**src/rtl/pfd_tdc.sv**
```systemverilog
// pfd_tdc -- oversampled phase-frequency detector with time-to-digital output.
//
// Both clock inputs are synchronised into the clk domain and turned into
// rising-edge pulses. A three-state FSM (IDLE / UP / DOWN) counts clk cycles
// between the leading edge and the closing edge and reports the signed
// interval as a phase error for the ADPLL loop filter.
//
// Ports:
//   clk        sampling clock, everything on its rising edge
//   reset      asynchronous, active-high reset
//   ref_clk    reference clock (asynchronous to clk)
//   data       divided-DCO feedback clock (asynchronous to clk)
//   up         high while ref has led and the data edge is pending
//   down       high while data has led and the ref edge is pending
//   err        signed phase error, positive = ref leads; held between updates
//   err_valid  one-cycle strobe, err updated this cycle
//   slip       one-cycle strobe with err_valid, cycle slip detected
//   locked     lock indicator
module pfd_tdc #(
  parameter int ERR_W       = 8,
  parameter int SYNC_STAGES = 2,
  parameter int MODE        = 0,
  parameter int LOCK_TOL    = 2,
  parameter int LOCK_COUNT  = 16
) (
  input  logic                    clk,
  input  logic                    reset,
  input  logic                    ref_clk,
  input  logic                    data,
  output logic                    up,
  output logic                    down,
  output logic signed [ERR_W-1:0] err,
  output logic                    err_valid,
  output logic                    slip,
  output logic                    locked
);

  localparam int CW = ERR_W - 1;
  localparam int LW = $clog2(LOCK_COUNT + 1);
  localparam int AW = $clog2(SYNC_STAGES + 2);

  localparam logic [CW-1:0]           CNT_MAX  = {CW{1'b1}};
  localparam logic [CW-1:0]           CNT_ONE  = CW'(1);
  localparam logic [CW-1:0]           TOL      = CW'(LOCK_TOL);
  localparam logic [LW-1:0]           LOCK_MAX = LW'(LOCK_COUNT);
  localparam logic [AW-1:0]           ARM_LAST = AW'(SYNC_STAGES + 1);
  localparam logic signed [ERR_W-1:0] ERR_ONE  = ERR_W'(1);

  typedef enum logic [1:0] {
    S_IDLE = 2'd0,
    S_UP   = 2'd1,
    S_DOWN = 2'd2
  } state_t;

  // ---------------------------------------------------------------------------
  // Input synchronisers and rising-edge detectors. Channel 0 = ref, 1 = data.
  // ---------------------------------------------------------------------------
  logic [1:0]    pins;
  logic [1:0]    rise;
  logic [AW-1:0] arm_cnt_reg;
  logic          armed;

  assign pins = {data, ref_clk};

  // The synchronisers come out of reset cleared, so a level held high across
  // reset would look like a fresh edge once it propagates. Edge detection is
  // held off until the chain and the previous-value flop have both refilled.
  assign armed = (arm_cnt_reg == ARM_LAST);

  always_ff @(posedge clk or posedge reset) begin
    if (reset) begin
      arm_cnt_reg <= '0;
    end else if (!armed) begin
      arm_cnt_reg <= arm_cnt_reg + AW'(1);
    end
  end

  genvar gi;
  generate
    for (gi = 0; gi < 2; gi++) begin : g_in
      logic [SYNC_STAGES-1:0] sync_reg;
      logic                   prev_reg;

      always_ff @(posedge clk or posedge reset) begin
        if (reset) begin
          sync_reg <= '0;
          prev_reg <= 1'b0;
        end else begin
          sync_reg <= {sync_reg[SYNC_STAGES-2:0], pins[gi]};
          prev_reg <= sync_reg[SYNC_STAGES-1];
        end
      end

      assign rise[gi] = armed & sync_reg[SYNC_STAGES-1] & ~prev_reg;
    end
  endgenerate

  logic re_ref;
  logic re_data;
  assign re_ref  = rise[0];
  assign re_data = rise[1];

  // ---------------------------------------------------------------------------
  // Measurement FSM
  // ---------------------------------------------------------------------------
  state_t                   state_reg, state_next;
  logic [CW-1:0]            cnt_reg, cnt_next;
  logic [CW-1:0]            cnt_inc;
  logic                     upd_next;
  logic                     slip_next;
  logic                     neg_next;
  logic [CW-1:0]            mag_next;
  logic signed [ERR_W-1:0]  mag_ext;
  logic signed [ERR_W-1:0]  lin_err;
  logic signed [ERR_W-1:0]  err_next;
  logic                     in_tol;
  logic [LW-1:0]            lock_cnt_reg;

  // Interval counter sticks at full scale instead of wrapping.
  assign cnt_inc = (cnt_reg == CNT_MAX) ? cnt_reg : cnt_reg + CNT_ONE;

  always_comb begin
    state_next = state_reg;
    cnt_next   = cnt_reg;
    upd_next   = 1'b0;
    slip_next  = 1'b0;
    neg_next   = 1'b0;
    mag_next   = '0;

    case (state_reg)
      S_IDLE: begin
        if (re_ref && re_data) begin
          upd_next = 1'b1;              // coincident edges: zero error
        end else if (re_ref) begin
          state_next = S_UP;
          cnt_next   = CNT_ONE;
        end else if (re_data) begin
          state_next = S_DOWN;
          cnt_next   = CNT_ONE;
        end
      end

      S_UP: begin
        if (re_data) begin
          upd_next = 1'b1;
          mag_next = cnt_reg;
          if (re_ref) begin
            cnt_next = CNT_ONE;         // new ref edge opens the next interval
          end else begin
            state_next = S_IDLE;
          end
        end else if (re_ref) begin
          upd_next  = 1'b1;             // second ref edge before data: slip
          slip_next = 1'b1;
          mag_next  = CNT_MAX;
          cnt_next  = CNT_ONE;
        end else begin
          cnt_next = cnt_inc;
        end
      end

      S_DOWN: begin
        neg_next = 1'b1;
        if (re_ref) begin
          upd_next = 1'b1;
          mag_next = cnt_reg;
          if (re_data) begin
            cnt_next = CNT_ONE;
          end else begin
            state_next = S_IDLE;
          end
        end else if (re_data) begin
          upd_next  = 1'b1;
          slip_next = 1'b1;
          mag_next  = CNT_MAX;
          cnt_next  = CNT_ONE;
        end else begin
          cnt_next = cnt_inc;
        end
      end

      default: begin
        state_next = S_IDLE;
      end
    endcase

    mag_ext = {1'b0, mag_next};
    lin_err = neg_next ? -mag_ext : mag_ext;

    // Bang-bang mode keeps only the sign; the lock test below still uses the
    // linear magnitude so tolerance means the same thing in both modes.
    if (MODE == 1) begin
      if (mag_next == '0) begin
        err_next = '0;
      end else begin
        err_next = neg_next ? -ERR_ONE : ERR_ONE;
      end
    end else begin
      err_next = lin_err;
    end

    in_tol = (mag_next <= TOL) && !slip_next;
  end

  always_ff @(posedge clk or posedge reset) begin
    if (reset) begin
      state_reg    <= S_IDLE;
      cnt_reg      <= '0;
      up           <= 1'b0;
      down         <= 1'b0;
      err          <= '0;
      err_valid    <= 1'b0;
      slip         <= 1'b0;
      lock_cnt_reg <= '0;
      locked       <= 1'b0;
    end else begin
      state_reg <= state_next;
      cnt_reg   <= cnt_next;
      // up/down are flopped copies of the next state, so they line up with
      // state_reg exactly and are glitch-free.
      up        <= (state_next == S_UP);
      down      <= (state_next == S_DOWN);
      err_valid <= upd_next;
      slip      <= slip_next;
      if (upd_next) begin
        err <= err_next;
        if (in_tol) begin
          if (lock_cnt_reg != LOCK_MAX) begin
            lock_cnt_reg <= lock_cnt_reg + LW'(1);
          end
        end else begin
          lock_cnt_reg <= '0;
        end
      end
      // One cycle behind lock_cnt: rises the cycle after the final good
      // measurement is reported, falls the cycle after a bad one.
      locked <= (lock_cnt_reg == LOCK_MAX);
    end
  end

endmodule

```
**config.mk**
```make
export PLATFORM = sky130hd
export DESIGN_NAME = pfd_tdc
export DESIGN_NICKNAME = d
export VERILOG_FILES = /design/src/rtl/pfd_tdc.sv
export SDC_FILE = /design/constraint.sdc
export NUM_CORES = 1
export LEC_CHECK = 0
export ABC_AREA = 1
export CORE_UTILIZATION = 30
export CTS_CLUSTER_SIZE = 25
export DETAILED_ROUTE_END_ITERATION = 10
export PLACE_DENSITY_LB_ADDON = 0.3
export SLEW_MARGIN = 25
export SYNTH_ARGS = -nofsm -noshare
export SYNTH_HDL_FRONTEND = slang
export SYNTH_SLANG_ARGS = --single-unit
export TNS_END_PERCENT = 5
```
**constraint.sdc**
```tcl
create_clock -name clk -period 3.45 [get_ports clk]
set_input_delay 0.69 -clock clk [delete_from_list [all_inputs] [get_ports clk]]
set_output_delay 0.69 -clock clk [all_outputs]
set_load 0.005 [all_outputs]
```
==> results of run 1 <==
[routing by layer]
metal  global-route usage [%]  wire [um]  vias up  share of wire (%)
met4                    5.000         61        0                1.4
met1                    16.79       2080      825                 48
met5                        0          0        -                  0
met2                    21.36       2023       30                 47
li1                         -          -      945                  -
met3                    2.857        147        5                3.4
[synthesized netlist by cell type (all sizes together)]
library cell	count
a21oi	8
a31oi	1
inv	38
xor2	3
nand2	90
dfrtp	35
nand3	24
nor2	18
nand3b	1
nor3	2
ha	10
mux2	1
or3b	1
buf	4
o21ai	31
xnor2	4
or2	1
a32o	1
a22oi	2
nand4	2
o22ai	2
o211ai	2
[cells by family (layout without fill, tap and decap cells)]
| logic type | count (synthesis) | count (layout) | synth area share, % |
|---|---|---|---|
| AND/OR/NAND/NOR | 139 | 139 | 29.43 |
| flip-flops | 35 | 35 | 41.03 |
| multiplexers | 1 | 1 | 0.5275 |
| XOR/XNOR | 7 | 7 | 2.872 |
| buffers and inverters | 42 | 63 | 7.855 |
| adder cells (fa/ha/maj) | 10 | 10 | 5.862 |
| AO/OA/AOI/OAI | 47 | 47 | 12.43 |
[layout by cell type (no fill, tap or decap)]
cell             count
nand3b_1             1
clkinv_2             1
inv_1               35
a31oi_1              1
xnor2_1              4
inv_2                3
mux2_2               1
or3b_2               1
o22ai_1              2
nor2_4               5
a32o_1               1
nand3_1             23
nor3_1               2
nand2_1             86
dfrtp_1             35
nand2_2              3
or2_2                1
o21ai_0             26
nand2_4              1
a22oi_1              2
clkbuf_1             1
nor2_1              13
ha_1                10
nand4_1              2
clkinvlp_4           1
o211ai_1             2
nand3_2              1
xor2_1               3
a21oi_4              1
a21oi_1              7
clkdlybuf4s50_1     16
o21ai_1              5
buf_4                1
clkbuf_8             5
[final cells by class]
class                           instances  area [um^2]
Fill cell                             752         4349
Multi-Input combinational cell        204         1091
Sequential cell                        35        875.8
Timing Repair Buffer                   17        167.7
Inverter                               38        142.6
Tap cell                               96        120.1
Clock buffer                            6        72.57
Clock inverter                          2        12.51
[worst max-delay path: cells and delay by family (launching register included)]
kind | cells | cell delay, ps
simple gates | 6 | 1240
fa+ha+maj | 2 | 540
flops | 1 | 370
xor+xnor | 1 | 170
compound gates | 1 | 70
[worst paths after layout]
| path | slack (ps) | endpoint | start | cells after the start |
|---|---|---|---|---|
| min in group asynchronous | 800 | err[3]$_DFFE_PP0P_ | reset | 3 |
| setup reg to reg | 950 | err[2]$_DFFE_PP0P_ | arm_cnt_reg[0]$_DFFE_PP0P_ | 10 |
| hold / removal | 350 | g_in[0].sync_reg[1]$_DFF_PP0_ | g_in[0].sync_reg[0]$_DFF_PP0_ | 0 |
| hold reg to reg | 350 | g_in[0].sync_reg[1]$_DFF_PP0_ | g_in[0].sync_reg[0]$_DFF_PP0_ | 0 |
| setup / recovery | 950 | err[2]$_DFFE_PP0P_ | arm_cnt_reg[0]$_DFFE_PP0P_ | 10 |
| max in group asynchronous | 2300 | arm_cnt_reg[1]$_DFFE_PP0P_ | reset | 3 |
[metrics by stage]
stage                     area, um^2  setup WS, ps  hold slack (ps)  util (%)  power (uW)
after floorplan                 2135          1289            331.2         -        1208
after global placement          2397         958.7            333.9     35.09        1459
after detailed placement        2397         960.9            335.5     35.09        1461
after CTS                       2482         928.9            353.3     36.34        1762
after global routing            2482         666.9            363.5     36.34        1919
final                           2482         952.9            348.2     36.34        1736
[power by group]
group          total, uW  internal, uW  switching [uW]
clock                289           141             148
combinational        863           344             520
sequential           583           509            74.4
==> metrics, run 1 <==
outcome=complete, no violations; PD cells=699.3 nW/um^2; ANT nets after route=0; RSZ-0062 raised after global routing=no; CTS sink cnt=35; Die Area=7456 um^2; Leak=0.001220 uW; synthesized cell area=2135 um^2; Core Region=6832 um^2; Clock Latency Late Sink=290 ps; first-pass GRT wire length=7686 um; Peak VDD IR=0.0002410 V; post-synthesis register bit count=35; Placer Congestion=0.8529; top-area cell type share of the netlist area=41.03%; Worst Setup End Kind=flip-flop; kind of critical path=reg2reg; CP dominant cell by count=nor2_4; final non-filler cell total=398; largest net degree at the start of global routing=36; MaxCap Viol Count=0; leading area contributor after synthesis=dfrtp_1; Slew HR=51.55%; Clock Skew=6.003 ps; Synth Area per Inst=7.596 um^2; I/O pin cnt=17; Period Utilization, post-route=72.38%; Die Wd=86.35 um; yosys warns=0; post-route minimum period=2497 ps; library cells used by synthesis=31; Starting DRT DRC Count=83; Worst Tran Pin Value=719.1 ps; via count=1805; drt wl/cell=10.84 um; final max-slew violation count=0; worst path arrival time=2670 ps; initial core utilization=31.25%; Post-CTS Setup Bufs=0; CTS H-tree depth=2; crit-path max cell delay=370 ps; max reg flops=8; Die Y=86.35 um; setup TNS=0 ps; total track usage=13.03%; Worst path slowest cell=dfrtp_1; Crit path required time=3630 ps; vias in the first global route=1707; # diodes=0; largest cells by area after synthesis=dfrtp_1, nand2_1, inv_1; Setup violations, final=0; fin nets=315; Clock Tree Buf Depth=2; share of cells above drive strength 1=8.278%; initial antenna violation count=0; Hold Fails Final Rpt=0; Worst setup SP type=flip-flop; cts hold-fix bufs=0; syn_nets=295; detailed-placement wirelength estimate=3153 um; num rows=30; critical-path cell list=ha_1 > nand2_1 > nor2_4 > nor2_4 > nor2_4 > nand2_1 > ha_1 > or2_2 > xnor2_1 > o21ai_1; vias per inst=4.535; fmax=400.5 MHz; total congestion overflow=0; total CTS buffers=5; Post-CTS Resized=0; Post-Syn Instances=281; Total Wirelength=4313 um; Pre-antenna DRT Iters=4; number of remaining DRC errors=0; area grow syn2layout=16.30%; post-synthesis sequential area ratio=41.03%; Reg clk slew, reported paths=70 ps; CTS tree=built; HP Class=reg2reg; largest fanout on the critical path=12; # port buffers=16; dpl cells=390; clock tree root buffer cell=clkbuf_8
Power figures use the tool's default switching activity.
==> run 2, diff against run 1 <==
==> constraint.sdc (replaced) <==
create_clock -name clk -period 2.25 [get_ports clk]
set_input_delay 0.45 -clock clk [delete_from_list [all_inputs] [get_ports clk]]
set_output_delay 0.45 -clock clk [all_outputs]
set_load 0.005 [all_outputs]
==> run 2 against run 1 <==
Effect of this change: flip-flop and latch count is the same; setup slack lost 770 ps; clock skew grew 2.2 ps; final cell count grew 4.3%; register-to-register slack lost 770 ps; final area grew 7.1%; critical path depth shrank 2; clock power grew 59%; largest cell class unchanged.
==> metrics, run 2 (synthesized netlist as in run 1, its figures left out) <==
hold slack=350.3 ps; clock tree root buffer cell=clkbuf_8; vias per inst=4.477; total CTS buffers=5; Clock Tree Buf Depth=2; detailed-placement wirelength estimate=3464 um; Worst Tran Pin Value=441.5 ps; Worst Setup End Kind=flip-flop; commonest cells after routing, fill and taps aside=nand2_1, inv_1, dfrtp_1; total congestion overflow=0; via count=1858; R2R setup slack=180 ps; PnR worst setup slack=181.2 ps; initial antenna violation count=0; number of remaining DRC errors=0; total track usage=13.61%; Clock Skew=8.219 ps; area grow syn2layout=24.50%; ANT nets after route=0; max reg flops=8; kind of critical path=reg2reg; Placer Congestion=0.8686; share of cells above drive strength 1=15.36%; vias in the first global route=1742; num rows=30; most common cell after layout, fill and taps aside=nand2_1; largest net degree at the start of global routing=36; Slew HR=70.57%; Total Wirelength=4591 um; fin area=2658 um^2; Reg clk slew, reported paths=60 ps; Design Power=2870 uW; cts hold-fix bufs=0; CTS tree=built; post-route minimum period=2069 ps; # port buffers=16; Die Y=86.35 um; # diodes=0; outcome=complete, no violations; drt wl/cell=11.06 um; MaxCap Viol Count=0; initial core utilization=31.25%; Reg area=875.8 um^2; Starting DRT DRC Count=73; pre-CTS WS=51.15 ps; Worst setup SP type=flip-flop; Period Utilization, post-route=91.95%; Hold Fails Final Rpt=0; Crit path required time=2470 ps; PD cells=1080 nW/um^2; fillers=741; largest fanout on the critical path=8; HP Class=reg2reg; CTS H-tree depth=2; Leak=0.001319 uW; fmax=483.4 MHz; fin nets=333; worst path arrival time=2290 ps; final max-slew violation count=0; Pre-antenna DRT Iters=4; Peak VDD IR=0.0002981 V; Die Area=7456 um^2; Clock Latency Late Sink=290 ps; CTS sink cnt=35; Die Wd=86.35 um; first-pass GRT wire length=7990 um; Cell Area, Placed=2487 um^2; Core Region=6832 um^2; I/O pin cnt=17; Setup violations, final=0; area of the multi-input gates=1129 um^2
run 2: area by class of cell:
class                           count  area share, %
Multi-Input combinational cell    204          42.47
Sequential cell                    35          32.96
Timing Repair Buffer               35          11.39
Inverter                           38          5.367
Tap cell                           96          4.520
Clock buffer                        6          3.107
Clock inverter                      1         0.1883
run 2: path summary, 6_finish.rpt:
| kind | start | to | cells after the start |
|---|---|---|---|
| setup / recovery | state_reg[0]$_DFF_PP0_ | cnt_reg[5]$_DFFE_PP0P_ | 8 |
| hold / removal | g_in[1].sync_reg[0]$_DFF_PP0_ | g_in[1].sync_reg[1]$_DFF_PP0_ | 0 |
| setup reg to reg | state_reg[0]$_DFF_PP0_ | cnt_reg[5]$_DFFE_PP0P_ | 8 |
| hold reg to reg | g_in[1].sync_reg[0]$_DFF_PP0_ | g_in[1].sync_reg[1]$_DFF_PP0_ | 0 |
| max in group asynchronous | reset | cnt_reg[0]$_DFFE_PP0P_ | 3 |
| min in group asynchronous | reset | err[4]$_DFFE_PP0P_ | 3 |
run 2: what timing repair did:
item / 4_1_cts / 5_1_grt
gates resized for setup: 0 / 7
setup endpoints to repair: 0 / 14
setup buffers: 0 / 6
run 2: routing by layer:
metal	track usage [%]	wire length (um)	part of all wire, %	up-vias
li1	-	-	-	977
met1	18.33	2238	49	845
met2	21.72	2134	46	28
met3	2.667	148	3.2	8
met4	5.000	69	1.5	0
met5	0	0	0	-
run 2: per-stage QoR:
step           std cells  setup TNS, ps  utilization [%]
4_1_cts              409              0            37.69
3_5_place_dp         402              0            36.41
5_1_grt              415         -27.74            38.90
2_1_floorplan        281              0                -
3_3_place_gp         402              0            36.41
6_report             415              0            38.90
run 2: power by group:
part	internal (uW)	switching, uW	total (uW)
combinational	669	851	1520
clock	240	219	459
sequential	780	111	891
total	1690	1180	2870
run 2: critical path, cell delays in order (launching register included):
cell,delay [ps]
dfrtp_1,410
inv_1,130
ha_2,260
inv_1,120
a21oi_1,240
inv_1,120
nor2_1,180
or3b_2,450
nand2_1,70
==> run 3, diff against run 2 <==
--- a/config.mk
+++ b/config.mk
@@ -6,6 +6,8 @@
 export NUM_CORES = 1
 export LEC_CHECK = 0
 export ABC_AREA = 1
+export CELL_PAD_IN_SITES_DETAIL_PLACEMENT = 0
+export CELL_PAD_IN_SITES_GLOBAL_PLACEMENT = 1
 export CORE_UTILIZATION = 30
 export CTS_CLUSTER_SIZE = 25
 export DETAILED_ROUTE_END_ITERATION = 10
==> run 3 against run 2 <==
Effect of this change: non-clock buffer count is 2 higher; power grew 1.5%; setup slack got worse by 11 ps; clock skew up 0.59 ps; wire length up 4.1%; final area is 0.42% higher; core utilization rose by 0.16 points; sequential power about the same; via count increased by 0.38%; flip-flop and latch count stayed put; worst hold slack improved by 1.6 ps.
==> metrics, run 3 (synthesized netlist as in run 1, its figures left out) <==
final core occ=39.07%; Die Wd=86.35 um; Slew HR=69.89%; CP dominant cell by count=nand2_1; # port buffers=16; Core Region=6832 um^2; Peak VDD IR=0.0003331 V; I/O pin cnt=17; CP bufs+invs=0; pre-CTS WS=53.66 ps; largest fanout on the critical path=6; clock tree root buffer cell=clkbuf_8; fmax=480.7 MHz; Placer Congestion=0.7709; CTS H-tree depth=2; post-route minimum period=2080 ps; Worst setup SP type=flip-flop; share of cells above drive strength 1=15.89%; Clock Skew=8.809 ps; MaxCap Viol Count=0; initial antenna violation count=0; total track usage=14.10%; max reg flops=8; most common cell after layout, fill and taps aside=nand2_1; Crit path required time=2430 ps; crit-path max cell delay=410 ps; PnR worst setup slack=169.9 ps; largest net degree at the start of global routing=36; total congestion overflow=0; drt wl/cell=11.46 um; kind of critical path=reg2reg; initial core utilization=31.25%; Clock Latency Late Sink=290 ps; final max-slew violation count=0; grt met1 use=18.29%; via count=1865; Hold Fails Final Rpt=0; worst path arrival time=2260 ps; M3 GR Usage=2.952%; number of remaining DRC errors=0; Pre-antenna DRT Iters=4; # diodes=0; Worst path slowest cell=dfrtp_1; met2 Use GR=23.67%; GR peak layer=met2; Design Power=2914 uW; Period Utilization, post-route=92.45%; outcome=complete, no violations; num rows=30; fin nets=335; first-pass GRT wire length=8286 um; Die Y=86.35 um; total CTS buffers=5; commonest cells after routing, fill and taps aside=nand2_1, dfrtp_1, inv_1; Reg clk slew, reported paths=70 ps; vias per inst=4.472; CTS tree=built; CTS sink cnt=35; Setup violations, final=0; ANT nets after route=0; RSZ-0062 raised after global routing=yes; Leak=0.001325 uW; detailed-placement wirelength estimate=3633 um; area grow syn2layout=25.03%; Clock Tree Buf Depth=2; HP Class=reg2reg; Total Wirelength=4780 um; Starting DRT DRC Count=39; cell family with most CP delay=simple AND/OR/NAND/NOR gates; vias in the first global route=1810; PD cells=1092 nW/um^2; Worst Tran Pin Value=451.7 ps; Die Area=7456 um^2; critical-path cell list=ha_4 > nand2_1 > nor2_4 > nor2_4 > nor2_4 > nand2_1 > ha_1 > or2_2 > nand2_1 > nand2_1 > nand3_1 > nand2_1; Worst Setup End Kind=flip-flop
## run 3: changes by cell type in the layout (fill, tap and decap cells not counted), moves of 2 or more
cell and change:
nand2_1 +2, buf_4 +2, o21ai_0 -2, nand2_2 -2
## run 3: worst paths after layout
| kind | depth (start not counted) | slack [ps] | startpoint | endpoint |
|---|---|---|---|---|
| worst max-delay path | 12 | 170 | arm_cnt_reg[0]$_DFFE_PP0P_ | err[6]$_DFFE_PP0P_ |
| worst min-delay path | 0 | 350 | g_in[1].sync_reg[0]$_DFF_PP0_ | g_in[1].sync_reg[1]$_DFF_PP0_ |
| worst max register to register | 12 | 170 | arm_cnt_reg[0]$_DFFE_PP0P_ | err[6]$_DFFE_PP0P_ |
| worst min register to register | 0 | 350 | g_in[1].sync_reg[0]$_DFF_PP0_ | g_in[1].sync_reg[1]$_DFF_PP0_ |
| max in group asynchronous | 3 | 1360 | reset | lock_cnt_reg[1]$_DFFE_PP0P_ |
| min in group asynchronous | 3 | 570 | reset | g_in[0].prev_reg$_DFF_PP0_ |
## run 3: per-stage QoR
stage / cells / instance area, um^2 / hold WS [ps] / setup TNS (ps)
floorplan: 281 / 2135 / 331.2 / 0
detailed placement: 404 / 2502 / 337.1 / 0
global placement: 404 / 2502 / 333.3 / 0
CTS: 411 / 2590 / 352.9 / 0
global route: 417 / 2669 / 365.3 / -173.2
finish: 417 / 2669 / 351.9 / 0
## run 3: final cells by class
cell class	instances	area, um^2
Clock buffer	6	82.58
Inverter	38	142.6
Timing Repair Buffer	37	317.8
Tap cell	96	120.1
Sequential cell	35	875.8
Fill cell	728	4163
Clock inverter	1	5.005
Multi-Input combinational cell	204	1125
## run 3: where the power goes
group          internal (uW)  switching [uW]  total, uW  leakage [uW]
Combinational            684             865       1550      0.000829
Sequential               780             113        893      0.000449
Clock                    240             231        472     0.0000470
Total                   1700            1210       2910       0.00133
## run 3: what timing repair did
action / 4_1_cts / 5_1_grt
setup endpoints to repair: 0 / 12
buffers inserted: 0 / 6
resized for setup: 0 / 9
hold buffers: 0 / 0
## run 3: per-layer routing
metal	vias to the layer above	part of all wire [%]
li1	982	-
met1	848	50
met2	31	46
met3	4	3.1
met4	0	1.0
met5	-	0
